$ cat src/rtl/mcy_mutsel_ctrl.sv
// Multi-channel MCY mutation-select controller: arms per-channel
// mutsel indices and tracks golden-vs-mutant divergence statistics.
module mcy_mutsel_ctrl #(
  parameter int NUM_CH   = 4,
  parameter int MUTSEL_W = 8,
  parameter int CMP_W    = 32,
  parameter int DELAY_W  = 16,
  parameter int CNT_W    = 16,
  parameter int CH_W     = (NUM_CH > 1) ? $clog2(NUM_CH) : 1
) (
  input  logic                       clk,
  input  logic                       rst_n,
  input  logic                       cfg_valid_i,
  output logic                       cfg_ready_o,
  input  logic [CH_W-1:0]            cfg_ch_i,
  input  logic [MUTSEL_W-1:0]        cfg_idx_i,
  input  logic [DELAY_W-1:0]         cfg_delay_i,
  input  logic [NUM_CH-1:0]          clear_i,
  output logic [NUM_CH*MUTSEL_W-1:0] mutsel_o,
  input  logic [NUM_CH-1:0]          cmp_valid_i,
  input  logic [NUM_CH*CMP_W-1:0]    golden_i,
  input  logic [NUM_CH*CMP_W-1:0]    mutant_i,
  output logic [NUM_CH-1:0]          active_o,
  output logic [NUM_CH-1:0]          detected_o,
  output logic [NUM_CH*CNT_W-1:0]    div_cnt_o,
  output logic [NUM_CH*CNT_W-1:0]    first_div_o
);

  localparam logic [1:0] IDLE     = 2'd0;
  localparam logic [1:0] ARMING   = 2'd1;
  localparam logic [1:0] ACTIVE   = 2'd2;
  localparam logic [1:0] DETECTED = 2'd3;

  logic [NUM_CH-1:0] acc;

  // Out-of-range channel numbers match no slot, so ready stays low.
  assign cfg_ready_o = rst_n & (|acc);

  for (genvar c = 0; c < NUM_CH; c++) begin : g_ch
    logic [1:0]          state;
    logic [MUTSEL_W-1:0] idx;
    logic [DELAY_W-1:0]  dly;
    logic [CNT_W-1:0]    cyc;
    logic [CNT_W-1:0]    dcnt;
    logic [CNT_W-1:0]    fdiv;
    logic                live;
    logic                hit;
    logic                div;

    assign live = (state == ACTIVE) ||
                  (state == DETECTED);
    assign hit  = cfg_valid_i &&
                  (cfg_ch_i == CH_W'(c));
    assign acc[c] = hit && (state == IDLE) &&
                    !clear_i[c];
    assign div  = cmp_valid_i[c] && live &&
                  (golden_i[c*CMP_W +: CMP_W] !=
                   mutant_i[c*CMP_W +: CMP_W]);

    assign mutsel_o[c*MUTSEL_W +: MUTSEL_W] =
      (rst_n && live) ? idx : '0;
    assign active_o[c]   = rst_n && live;
    assign detected_o[c] = rst_n &&
                           (state == DETECTED);
    assign div_cnt_o[c*CNT_W +: CNT_W]   = dcnt;
    assign first_div_o[c*CNT_W +: CNT_W] = fdiv;

    always_ff @(posedge clk) begin
      if (!rst_n || clear_i[c]) begin
        state <= IDLE;
        idx   <= '0;
        dly   <= '0;
        cyc   <= '0;
        dcnt  <= '0;
        fdiv  <= '0;
      end else if (acc[c]) begin
        idx   <= cfg_idx_i;
        dly   <= cfg_delay_i;
        cyc   <= '0;
        dcnt  <= '0;
        fdiv  <= '0;
        state <= (cfg_delay_i == '0) ?
                 ACTIVE : ARMING;
      end else begin
        unique case (1'b1)
          (state == ARMING): begin
            if (dly == DELAY_W'(1)) state <= ACTIVE;
            dly <= dly - 1'b1;
          end
          live: begin
            if (cyc != '1) cyc <= cyc + 1'b1;
            if (div) begin
              if (dcnt != '1) dcnt <= dcnt + 1'b1;
              // First divergence records pre-increment cycle.
              if (state == ACTIVE) begin
                fdiv  <= cyc;
                state <= DETECTED;
              end
            end
          end
          default: ;
        endcase
      end
    end
  end

endmodule

$ cat config.mk
export PLATFORM = sky130hd
export DESIGN_NAME = mcy_mutsel_ctrl
export DESIGN_NICKNAME = d
export VERILOG_FILES = /design/src/rtl/mcy_mutsel_ctrl.sv
export SDC_FILE = /design/constraint.sdc
export NUM_CORES = 1
export LEC_CHECK = 0
export ABC_AREA = 1
export CAP_MARGIN = 20
export CORE_AREA = 5 5 201 203
export DETAILED_ROUTE_END_ITERATION = 6
export DIE_AREA = 0 0 206 208
export PLACE_DENSITY = 0.77
export SLEW_MARGIN = 20
export SYNTH_ARGS = -nofsm -noshare
export SYNTH_HDL_FRONTEND = slang
export SYNTH_SLANG_ARGS = --single-unit
$ cat constraint.sdc
create_clock -name clk -period 1.8 [get_ports clk]
set_input_delay 0.36 -clock clk [delete_from_list [all_inputs] [get_ports clk]]
set_output_delay 0.36 -clock clk [all_outputs]
set_load 0.01 [all_outputs]
==> impl_metrics.py <==
metrics = {
    "floorplanning": {
        "core_area_um2": 38290,
        "fp.dieW_um": 206,
        "dieArea_um2": 42850,
        "initial_core_util_pct": 44.32,
        "die_h_um": 208,
        "num_rows": 72,
        "ios": 462,
    },
    "timing": {
        "rsz0062_at_grt": "yes",
        "hold_viol": 0,
        "skew_ps": 6.525,
        "slew_violations": 0,
        "setup_ws_ps": -129.6,
        "worst_hold_slack_ps": 456.3,
        "period_minus_slack_ps": 1930,
        "fin_crit_sh_pct": 107.2,
        "fmax_ghz": 0.5183,
        "tightest_slew_ps": 551.0,
        "setup_violations": 22,
        "relSlewSlack_pct": 63.23,
    },
    "placed_design": {
        "place_congestion": 0.9437,
        "dpl.hpwl_um": 45360,
        "numPortBuffers": 461,
        "placed_cells": 3576,
    },
    "synth": {
        "synth_edf_count": 0,
        "yosys_warnings": 0,
        "yosys_register_bits": 296,
        "synth_flop_cell": "dfxtp_1",
        "async_reset_ff_share_pct": 0,
        "avgSynthCellArea_um2": 6.772,
        "synthCells": 2506,
        "synth_cell_types": 51,
        "synth_top_area_share_pct": 34.92,
        "ys_seq_area_share_pct": 34.92,
        "synth_nets": 2815,
        "yosysTopAreaCell": "dfxtp_1",
        "syn-cell-area_um2": 16970,
        "synth.area.top_cells": "dfxtp_1, nand2_1, a21oi_1, xnor2_1, inv_1",
    },
    "worst_setup_path": {
        "crit_path_frequent_cell": "buf_6",
        "path_delay_family": "buffers and inverters",
        "arrival_ps": 1570,
        "slowest_stage": "dfxtp_2",
        "slowest_delay_ps": 360,
        "criticalPathCategory": "reg -> out",
        "start_kind": "flop",
        "crit_fanout": 5,
        "worstPathCellList": "buf_6 > nand2_8 > buf_12 > buf_6 > nor2_4 > buf_6",
        "rrSetupSlack_ps": 20,
        "crit_start": "g_ch[3].state[1]",
        "cp.required_ps": 1440,
        "r2r-start": "g_ch[3].state[1]",
        "critPathBufInv": 4,
        "end_kind": "output pin",
    },
    "run_status": {
        "violations": "design-rule violations, negative setup slack",
        "run_status": "complete, but fails checks",
    },
    "min_path": {
        "min_from": "g_ch[3].idx[1]",
        "hold_class": "reg -> reg",
    },
    "finish": {
        "instances_no_fill": 3659,
        "layout_commonest_cell": "nand2_1",
        "drive_gt1_share_pct": 14.82,
        "num-nets-final": 3426,
        "syn2layout_area_growth_pct": 47.49,
        "final_cell_mix": "nand2_1, clkdlybuf4s50_1, inv_1",
    },
    "run": {
        "maxCapViolations": 0,
    },
    "cts": {
        "clkLatencyLatePin_ps": 560,
        "htreeDepth": 1,
        "cts_made_buffers": 31,
        "root_buffer": "clkbuf_16",
        "clockBufferDepth": 3,
        "clock-sinks": 296,
        "cts_hold_buf": 0,
        "cts_tree": "done",
        "clk_pin_slew_ps": 60,
    },
    "power": {
        "power.total_uw": 15090,
        "powerDensity_nw_per_um2": 602.7,
        "p_leak_uw": 0.009946,
        "ir_drop_v": 0.0006384,
    },
    "global_routing": {
        "grt_pass1_vias": 18764,
        "antenna_found_initial": 5,
        "overflow": 0,
        "grt_pass1_wl_um": 92680,
        "grt_usage_pct": 25.60,
        "grt_max_degree": 29,
    },
    "drt": {
        "ant_nets": 0,
        "drc": 3,
        "wire_per_inst_um": 16.27,
        "vias_per_cell": 5.286,
        "dr.pass1.iters": 7,
        "route.final.wire_length_um": 59530,
        "initialDrtViolationCount": 1423,
        "num_vias": 19340,
    },
}
## worst min-delay path, stage by stage (launching register included)
cell	delay, ps
dfxtp_1	290
inv_1	60
a21oi_1	60
## report_power, final
| group | internal, uW | leakage [uW] | switching, uW |
|---|---|---|---|
| sequential | 6580 | 0.00240 | 25.4 |
| combinational | 1110 | 0.00703 | 908 |
| clock | 3820 | 0.000510 | 2650 |
| total | 11500 | 0.00995 | 3580 |
## cell type report
type                    instances  area, um^2
repair inverters                1       5.005
diodes                          4       10.01
inverters                     295        1127
well taps                     518       648.1
repair buffers                666        6223
fillers                      3317       13260
clock buffers                  36       824.5
flip-flops and latches        296        5977
clock inverters                17       191.4
multi-input cells            1826       10020
## synth_stat cells (all sizes together) (3+ instances only)
library cell  count
nand2           605
dfxtp           296
inv             288
nor2            234
a21oi           233
nand4           163
xnor2           129
o21ai           100
nand3            84
xor2             72
clkbuf           69
nor3             65
a31oi            45
buf              25
ha               16
nor4             16
or2              12
o21a              8
o22ai             8
clkinv            7
a32oi             4
nand3b            4
a211oi            3
nor3b             3
o211ai            3
## path summary, 6_finish.rpt
path | end | cells past startpoint
worst max-delay path | mutsel_o[27] | 6
worst min-delay path | g_ch[3].idx[1] | 2
worst max register to register | g_ch[3].cyc[7] | 9
worst min register to register | g_ch[3].idx[1] | 2
## state kept, by name (all words and copies together), names as in the netlist
name        flops
g_ch.dly       64
g_ch.fdiv      64
g_ch.idx       32
g_ch.cyc       64
g_ch.state      8
g_ch.dcnt      64
## metal layers
metal	routed length (um)	share of wire [%]	global-route usage [%]
met3	5155	8.7	5.216
met4	1916	3.2	9.339
met2	29000	49	44.60
met1	23450	39	31.11
met5	13	0.022	0
## logic make-up after synthesis
kind of cell	share of synthesized area (%)
XOR/XNOR	10.37
buffers and inverters	8.899
AND/OR/NAND/NOR	31.45
AO/OA/AOI/OAI	13.18
flip-flops	34.92
adder cells (fa/ha/maj)	1.180
## timing repair
item                       CTS  global route
cloned                       2             8
setup endpoints to repair  201           208
resized for setup          372           135
pin swaps                    4            25
buffers inserted             8            11
## per-stage QoR
stage                     util (%)  worst slack (ps)  TNS [ps]  cell area (um^2)
final                        65.37            -129.6    -878.2             25030
after global routing         65.37            -176.1     -3968             25030
after floorplan                  -             4.104         0             16980
after global placement       61.05            -727.4   -128940             23370
after CTS                    63.72            -190.7     -1099             24390
after detailed placement     61.05            -763.3   -138700             23370
Note: power is estimated with default switching activity, not from simulation.
